`src/rtl/ram_port_arbiter.sv`:
```
// Round-robin arbiter sharing one RAM read/write port between instruction fetch
// (IF) and the load/store unit (LS). Each grant drives the RAM port for a single
// cycle. The read data is registered into a held response that is released
// through a valid/ready handshake.
module ram_port_arbiter #(
    parameter int unsigned ADDR_W = 64,
    parameter int unsigned DATA_W = 64
) (
    input  logic              clk,
    input  logic              reset,
    input  logic              if_req_valid,
    output logic              if_req_ready,
    input  logic [ADDR_W-1:0] if_req_addr,
    output logic              if_rsp_valid,
    input  logic              if_rsp_ready,
    output logic [31:0]       if_rsp_data,
    input  logic              ls_req_valid,
    output logic              ls_req_ready,
    input  logic [ADDR_W-1:0] ls_req_addr,
    input  logic              ls_req_wen,
    input  logic [DATA_W-1:0] ls_req_wdata,
    input  logic [DATA_W-1:0] ls_req_wmask,
    output logic              ls_rsp_valid,
    input  logic              ls_rsp_ready,
    output logic [DATA_W-1:0] ls_rsp_rdata,
    output logic              mem_en,
    output logic [ADDR_W-1:0] mem_addr,
    input  logic [DATA_W-1:0] mem_rdata,
    output logic [DATA_W-1:0] mem_wdata,
    output logic [DATA_W-1:0] mem_wmask,
    output logic              mem_wen
);

    typedef enum logic [1:0] {
        IDLE   = 2'd0,
        IF_RSP = 2'd1,
        LS_RSP = 2'd2
    } state_t;

    state_t            r_state;
    state_t            w_next_state;
    logic              r_last_ls;      // 1 = the last grant went to LS
    logic [31:0]       r_if_rsp_data;
    logic [DATA_W-1:0] r_ls_rsp_rdata;
    logic              w_grant_if;
    logic              w_grant_ls;

    // Arbitration, RAM port drive and next-state logic. Grants are masked while
    // reset is held, so every output reads 0 as soon as reset is asserted.
    always_comb begin
        w_grant_if   = 1'b0;
        w_grant_ls   = 1'b0;
        w_next_state = r_state;
        mem_en       = 1'b0;
        mem_wen      = 1'b0;
        mem_addr     = '0;
        mem_wdata    = '0;
        mem_wmask    = '0;
        case (r_state)
            IDLE: begin
                if (!reset) begin
                    if (if_req_valid && ls_req_valid) begin
                        w_grant_if = r_last_ls;
                        w_grant_ls = !r_last_ls;
                    end else begin
                        w_grant_if = if_req_valid;
                        w_grant_ls = ls_req_valid;
                    end
                end
                if (w_grant_if) begin
                    mem_en       = 1'b1;
                    mem_addr     = if_req_addr;
                    w_next_state = IF_RSP;
                end else if (w_grant_ls) begin
                    mem_en       = 1'b1;
                    mem_addr     = ls_req_addr;
                    mem_wen      = ls_req_wen;
                    mem_wdata    = ls_req_wdata;
                    mem_wmask    = ls_req_wmask;
                    w_next_state = LS_RSP;
                end
            end
            IF_RSP: if (if_rsp_ready) w_next_state = IDLE;
            LS_RSP: if (ls_rsp_ready) w_next_state = IDLE;
            default: w_next_state = IDLE;
        endcase
    end

    assign if_req_ready = w_grant_if;
    assign ls_req_ready = w_grant_ls;
    assign if_rsp_valid = (r_state == IF_RSP);
    assign ls_rsp_valid = (r_state == LS_RSP);
    assign if_rsp_data  = r_if_rsp_data;
    assign ls_rsp_rdata = r_ls_rsp_rdata;

    // State register and round-robin history.
    always_ff @(posedge clk or posedge reset) begin
        if (reset) begin
            r_state   <= IDLE;
            r_last_ls <= 1'b1;
        end else begin
            r_state <= w_next_state;
            if (w_grant_if)      r_last_ls <= 1'b0;
            else if (w_grant_ls) r_last_ls <= 1'b1;
        end
    end

    // Capture the response on the grant edge and hold it until the next grant.
    // Write acks return 0 rather than the pre-write RAM contents.
    always_ff @(posedge clk or posedge reset) begin
        if (reset) begin
            r_if_rsp_data  <= '0;
            r_ls_rsp_rdata <= '0;
        end else begin
            if (w_grant_if)
                r_if_rsp_data <= if_req_addr[2] ? mem_rdata[63:32] : mem_rdata[31:0];
            if (w_grant_ls)
                r_ls_rsp_rdata <= ls_req_wen ? '0 : mem_rdata;
        end
    end

endmodule

```
`config.mk`:
```
export PLATFORM = sky130hd
export DESIGN_NAME = ram_port_arbiter
export DESIGN_NICKNAME = d
export VERILOG_FILES = /design/src/rtl/ram_port_arbiter.sv
export SDC_FILE = /design/constraint.sdc
export NUM_CORES = 1
export LEC_CHECK = 0
export CORE_AREA = 10 10 233 235
export CTS_BUF_LIST = sky130_fd_sc_hd__clkbuf_8
export DETAILED_ROUTE_END_ITERATION = 10
export DIE_AREA = 0 0 243 245
export PLACE_DENSITY = 0.42
export SYNTH_ARGS = -nofsm -noshare
export SYNTH_HDL_FRONTEND = slang
export SYNTH_SLANG_ARGS = --single-unit
```
`constraint.sdc`:
```
create_clock -name clk -period 4.03 [get_ports clk]
set_input_delay 0.6045 -clock clk [delete_from_list [all_inputs] [get_ports clk]]
set_output_delay 0.6045 -clock clk [all_outputs]
set_load 0.02 [all_outputs]
```
# After elaboration in Yosys (flattened, before gate mapping)
# Index checks and enable logic that the tools add are counted.
[classes] eq_ne=5 n_reduce_logical=5 n_mux=32
[op_table] op="$mux 64" count=10
[op_table] op="$mux 32" count=1
[op_table] op="$mux 1" count=16
[op_table] op="$mux 2" count=4
[op_table] op="$pmux 2 s3" count=1
[op_table] op="$ne 2x1->1 const B" count=2
[op_table] op="$ne 3x1->1 const B" count=1
[op_table] op="$reduce_and 3->1" count=1
[op_table] op="$eq 2x1->1 const B" count=1
[op_table] op="$eq 2x2->1 const B" count=1
[op_table] op="$logic_not 2->1" count=1
[op_table] op="$reduce_bool 2->1" count=1
[op_table] op="$logic_and 1x1->1" count=1
[op_table] op="$logic_not 1->1" count=1
[word_totals] out_inout_bits=294 word_cells=46 register_bits=99 inputBits=327

# Depth between registers and ports, before layout
# Gate-level depths: netlist of the first run.
[logic_depth] ltp_word=7 ltp_mapped=7 mapped_depth_nobuf=4

# Worst setup path before layout of the first run
# Ideal clock, no wire load.
[synth_timing] kind="input to output" startpoint="in reset" endpoint="out mem_wdata[47]" arrival_time_ns=1.792 path_stages=6 path_buffers=3 required_time_ns=3.425 setup_slack_ns=1.634 cell_sequence="nor3_4 and3_1 buf_4 buf_4 buf_2 and2_1"
[synth_between] elab_chain_cells=5 word_cells_on_any_way=7 classes_between="mux (7)"
[synth_lines] item="start: declaration" line_no="10" text="input logic reset,"
[synth_lines] item="$mux 1" line_no="61" text="if (!reset) begin"
[synth_lines] item="$mux 1" line_no="59" text="case (r_state)"
[synth_lines] item="$mux 64" line_no="74" text="end else if (w_grant_ls) begin"
[synth_lines] item="$mux 64 *" line_no="70" text="if (w_grant_if) begin"
[synth_lines] item="$mux 64 *" line_no="59"
[synth_lines] item="end: declaration" line_no="29" text="output logic [DATA_W-1:0] mem_wdata,"
# Mark *: on every way between the ends. The rest lies on a longest branch, timed or not. The select of a mux whose other input is x is not followed.

# Worst setup path in the final report of the first run
[layout_timing] startpoint="in reset" endpoint="out mem_addr[60]"
[layout_between] elab_chain_cells=5 word_cells_on_any_way=7 classes_between="mux (7)"
[layout_lines] item="$mux 1" line_no="61"
[layout_lines] item="$mux 1" line_no="59"
[layout_lines] item="$mux 64" line_no="74"
[layout_lines] item="$mux 64 *" line_no="70"
[layout_lines] item="$mux 64 *" line_no="59"
[layout_lines] item="end: declaration" line_no="27" text="output logic [ADDR_W-1:0] mem_addr,"
# Marked as above.

==> impl_metrics.toml, run 1 <==
[timing]
fmaxAchievable_ghz = 0.282
fin_skew_ns = 0.0225
layout_setup_ws_ns = 0.479
slew_headroom = 0.524
hold_viol = 0
tns_ns = 0
drv_slew = 0
setup_viol = 0
tightest_slew_ns = 0.715
rsz0062_at_grt = "no"
finalCritPeriodShare = 0.881
post-route-min-period_ns = 3.55

[cells_and_area]
drive_above_1_share = 0.141
mostFrequentLayoutCells = "clkdlybuf4s50_1 (559), and2_1 (129), dfrtp_1 (98)"
finish.utilization = 0.273
mostFrequentLayoutCell = "clkdlybuf4s50_1"
fin_nets = 1512
syn_to_final_growth_pct = 125

[clock_tree]
cts-resized-gates = 0
cts-root-buf = "clkbuf_8"
cts.path.max_buffers = 2
h-tree-depth = 3
clock_latency_ns = 0.43
tritoncts = "done"
clkSlewWorstSetupHoldPaths_ns = 0.10
numCtsBuffers = 9
cts_sinks = 99
post-cts-setup-buffers = 0
ctsHoldBuffers = 0

[critical_path]
path_common_cell = "clkdlybuf4s50_1"
endpoint_kind = "output port"
timing.critical_path.fanout_max = 53
cp_slowest_cell = "clkdlybuf4s50_1"
r2r_start = "r_state[1]$_DFFE_PP0P_"
ff2ff_path_depth = 6
cp_slowest_stage_delay_ns = 0.70
path_class = "input port to output port"
worstPathRequired_ns = 3.43
rrSetupSlack_ns = 1.50
cp-start-kind = "input port"
reg2reg_to = "ls_rsp_rdata[62]$_DFFE_PP0P_"
path_cells = "clkdlybuf4s50_1 -> nor3_4 -> and3_4 -> buf_12 -> a22o_1 -> clkdlybuf4s50_1"
worstPathArrival_ns = 2.95

[placement]
port-buffer-count = 620
place_ws_ns = 0.461
hpwlAfterDp_um = 43100
gp_congestion = 0.882

[worst_hold_path]
holdPathStages = 1
min_path_type = "register to register"
min_delay_worst_endpoint = "ls_rsp_rdata[14]$_DFFE_PP0P_"
holdCritStartpoint = "ls_rsp_rdata[14]$_DFFE_PP0P_"

[drt]
drc = 0
routed_wl_um = 51200
drt_iter0_drc = 322
drtPass1Iterations = 4
vias = 7056
ant_nets = 0
wl_per_cell_um = 27.4
viasPerCell = 3.78

[global_routing]
grtUsageTotal = 0.164
grt_antenna_before_repair = 20
met1_usage = 0.163
gr-usage-met2 = 0.284
top_usage_layer = "met2"
met3_usage = 0.0811
grt_pass1_vias = 7423
grt_pass1_wl_um = 68200
grt_overflow = 0
grt_max_degree = 54

[die]
die-area_mm2 = 0.0595
dieWidth_um = 243
row_count = 82
start_util = 0.122
core_area_mm2 = 0.0497
ioPinCount = 621
die_h_um = 245

[synth]
ys_seq_area_frac = 0.410
syn_nets = 919
ys_types = 25
synth_warnings = 0
syn_area_mm2 = 0.00604
synthCells = 592
synth_seq_cells = 99
synth_area_per_cell_um2 = 10.2

[job]
cap_violations = 0

[power]
p_leak_nw = 5.39
power.density_mw_per_mm2 = 480
ir_worst_vdd_mv = 0.326

[run_status]
status = "completed"
state kept, by name (all words and copies together) (netlist names):
name / flops
r_last_ls: 1
r_state: 2
if_rsp_data: 32
ls_rsp_rdata: 64
metal layers:
metal	routed length (um)	vias up
met3	5240	77
met1	18000	3366
met4	1920	30
met5	183	-
met2	25900	325
li1	-	3258
per-stage QoR:
stage / area [um^2] / hold WS [ns] / cells / total power, mW
finish: 13600 / 0.514 / 1867 / 6.51
global route: 13600 / 0.523 / 1866 / 6.84
CTS: 13600 / 0.519 / 1861 / 6.66
detailed placement: 13300 / 0.495 / 1846 / 5.76
global placement: 13300 / 0.488 / 1846 / 5.77
floorplan: 6040 / 0.526 / 592 / 3.39
power breakdown:
| part | switching [mW] | internal [mW] |
|---|---|---|
| Combinational | 2.03 | 1.97 |
| Sequential | 0.239 | 1.44 |
| Clock | 0.421 | 0.414 |
| Total | 2.69 | 3.83 |
worst max path at each step:
stage                            endpoint  cells after the start  slack (ns)   from
6_report                     mem_addr[60]                      6        0.48  reset
5_1_grt                      mem_addr[60]                      6        0.38  reset
4_1_cts                      mem_addr[60]                      6        0.45  reset
3_5_place_dp                 mem_addr[60]                      6        0.46  reset
3_3_place_gp                 mem_addr[60]                      6        0.47  reset
2_1_floorplan  if_rsp_data[0]$_DFFE_PP0P_                      1        0.84  reset
critical path: cells and delay by family:
kind	cells	cell delay [ns]
and+or+nand+nor	2	0.65
AOI/OAI and AO/OA	1	0.20
buffers and inverters	3	1.49
cell families after synthesis:
| family | Yosys count | share of synthesized area |
|---|---|---|
| buffers and inverters | 65 | 0.0526 |
| multiplexers | 96 | 0.172 |
| AO/OA/AOI/OAI | 131 | 0.156 |
| AND/OR/NAND/NOR | 201 | 0.209 |
| flip-flops | 99 | 0.410 |
synth_stat cells:
cell type,n,share of area
and2_1,129,0.13
dfrtp_1,98,0.41
inv_1,3,0.0019
a31oi_1,32,0.033
nor2b_1,65,0.067
mux2i_1,32,0.053
nand2b_1,3,0.0031
nand3_1,1,0.00083
buf_4,9,0.011
nor3_4,1,0.0027
clkbuf_1,22,0.014
a22o_1,64,0.093
inv_2,1,0.00062
nand2_1,1,0.00062
buf_6,1,0.0019
a21oi_1,32,0.027
and3_1,1,0.0010
dfstp_2,1,0.0043
buf_2,14,0.012
mux2_2,64,0.12
o21ai_0,1,0.00083
buf_1,3,0.0019
a21o_1,1,0.0012
o21a_1,1,0.0012
clkbuf_2,12,0.0099
final cells by class:
cell class                 instances  area [um^2]
antenna                            6         15.0
clock buffer                       9          124
clock inverter                     6          114
fill                            5374        36100
inverter                           4         20.0
multi-input combinational        428         3250
sequential                        99         2480
tap                              672          841
timing repair buffer             643         6730
Note: power is estimated with default switching activity, not from simulation.
==> run 2: changes to the inputs <==
SLEW_MARGIN = 20   (was unset)
clock period = 3.8 ns   (was 4.03 ns; I/O delays follow)
==> impl_metrics.toml, run 2 (synthesis results as in run 1) <==
[timing]
fin_skew_ns = 0.0100
rsz0062_at_grt = "no"
hold_viol = 0
post-route-min-period_ns = 3.35
tightest_slew_ns = 0.696
slew_headroom = 0.536
tns_ns = 0
drv_slew = 0
finalCritPeriodShare = 0.881
setup_viol = 0
fmaxAchievable_ghz = 0.299

[clock_tree]
h-tree-depth = 3
post-cts-setup-buffers = 0
clock_latency_ns = 0.42
cts-resized-gates = 0
cts.path.max_buffers = 2
ctsHoldBuffers = 0
tritoncts = "done"
clkSlewWorstSetupHoldPaths_ns = 0.10
numCtsBuffers = 9
cts_sinks = 99
cts-root-buf = "clkbuf_8"

[die]
row_count = 82
die-area_mm2 = 0.0595
start_util = 0.122
dieWidth_um = 243
ioPinCount = 621
core_area_mm2 = 0.0497
die_h_um = 245

[run_status]
status = "completed"

[critical_path]
crit_family = "buffers and inverters"
cp_slowest_cell = "clkdlybuf4s50_1"
path_class = "input port to output port"
worstPathArrival_ns = 2.78
worstPathRequired_ns = 3.23
path_cells = "clkdlybuf4s50_1 -> nor3_4 -> and3_4 -> buf_12 -> a22o_1 -> clkdlybuf4s50_1"
cp.buffers_inverters = 3
cp_slowest_stage_delay_ns = 0.66
cp-start-kind = "input port"
timing.critical_path.fanout_max = 75
path_common_cell = "clkdlybuf4s50_1"
endpoint_kind = "output port"

[global_routing]
grt_pass1_vias = 7226
grt_overflow = 0
grtUsageTotal = 0.161
grt_pass1_wl_um = 67100
grt_antenna_before_repair = 15
grt_max_degree = 76

[drt]
routed_wl_um = 50700
wl_per_cell_um = 27.2
vias = 7002
viasPerCell = 3.76
ant_nets = 0
drtPass1Iterations = 4
drc = 0
drt_iter0_drc = 277

[power]
ir_worst_vdd_mv = 0.358
p_leak_nw = 5.37
power.density_mw_per_mm2 = 501

[cells_and_area]
fin_nets = 1510
mostFrequentLayoutCells = "clkdlybuf4s50_1 (558), and2_1 (129), dfrtp_1 (98)"
final_cells = 1863
mostFrequentLayoutCell = "clkdlybuf4s50_1"
drive_above_1_share = 0.141
syn_to_final_growth_pct = 124
largest_register_ffs = 64

[worst_hold_path]
min_path_type = "register to register"

[placement]
gp_congestion = 0.911
hpwlAfterDp_um = 42400
placedCellCount = 1844
port-buffer-count = 620

[job]
cap_violations = 0
==> run 2: worst paths after layout <==
path	startpoint	to	slack, ns	cells after the start
worst max-delay path	reset	mem_addr[26]	0.45	6
worst min-delay path	ls_rsp_rdata[49]$_DFFE_PP0P_	ls_rsp_rdata[49]$_DFFE_PP0P_	0.51	1
worst max register to register	r_state[1]$_DFFE_PP0P_	ls_rsp_rdata[57]$_DFFE_PP0P_	1.63	5
worst min register to register	ls_rsp_rdata[49]$_DFFE_PP0P_	ls_rsp_rdata[49]$_DFFE_PP0P_	0.51	1
max in group asynchronous	reset	ls_rsp_rdata[36]$_DFFE_PP0P_	2.43	3
min in group asynchronous	reset	r_state[0]$_DFFE_PP0P_	0.59	2
==> run 2: cell type report <==
type | instances | area, um^2
tap | 672 | 841
sequential | 99 | 2480
inverter | 4 | 20.0
fill | 5393 | 36100
clock inverter | 6 | 71.3
clock buffer | 10 | 138
timing repair buffer | 641 | 6710
multi-input combinational | 428 | 3250
antenna | 3 | 7.51
==> run 2: routing by layer <==
| metal | vias to the layer above | track usage | wire (um) |
|---|---|---|---|
| met5 | - | 0 | 155 |
| met4 | 24 | 0.0537 | 1300 |
| met3 | 54 | 0.0759 | 5260 |
| met2 | 316 | 0.282 | 25700 |
| met1 | 3361 | 0.169 | 18400 |
| li1 | 3247 | - | - |
==> run 2: power by group <==
part	switching, mW	internal [mW]	leakage [nW]
Sequential	0.258	1.53	1.21
Combinational	2.14	2.08	4.05
Clock	0.439	0.331	0.111
==> run 2: worst reg2reg max path, delay by kind of cell, from the launching register on <==
family        cells  cell delay (ns)
buf+inv           2             0.75
flops             1             0.43
simple gates      2             0.49
mux               1             0.41
==> run 2: per-stage QoR <==
stage	util	setup slack (ns)	total power, mW	cell area [um^2]	hold slack (ns)
after floorplan	-	0.641	3.60	6040	0.526
after global placement	0.268	0.478	6.12	13300	0.490
after detailed placement	0.268	0.452	6.12	13300	0.495
after CTS	0.272	0.436	6.95	13500	0.519
after global routing	0.272	0.363	7.15	13500	0.529
final	0.272	0.452	6.78	13500	0.513
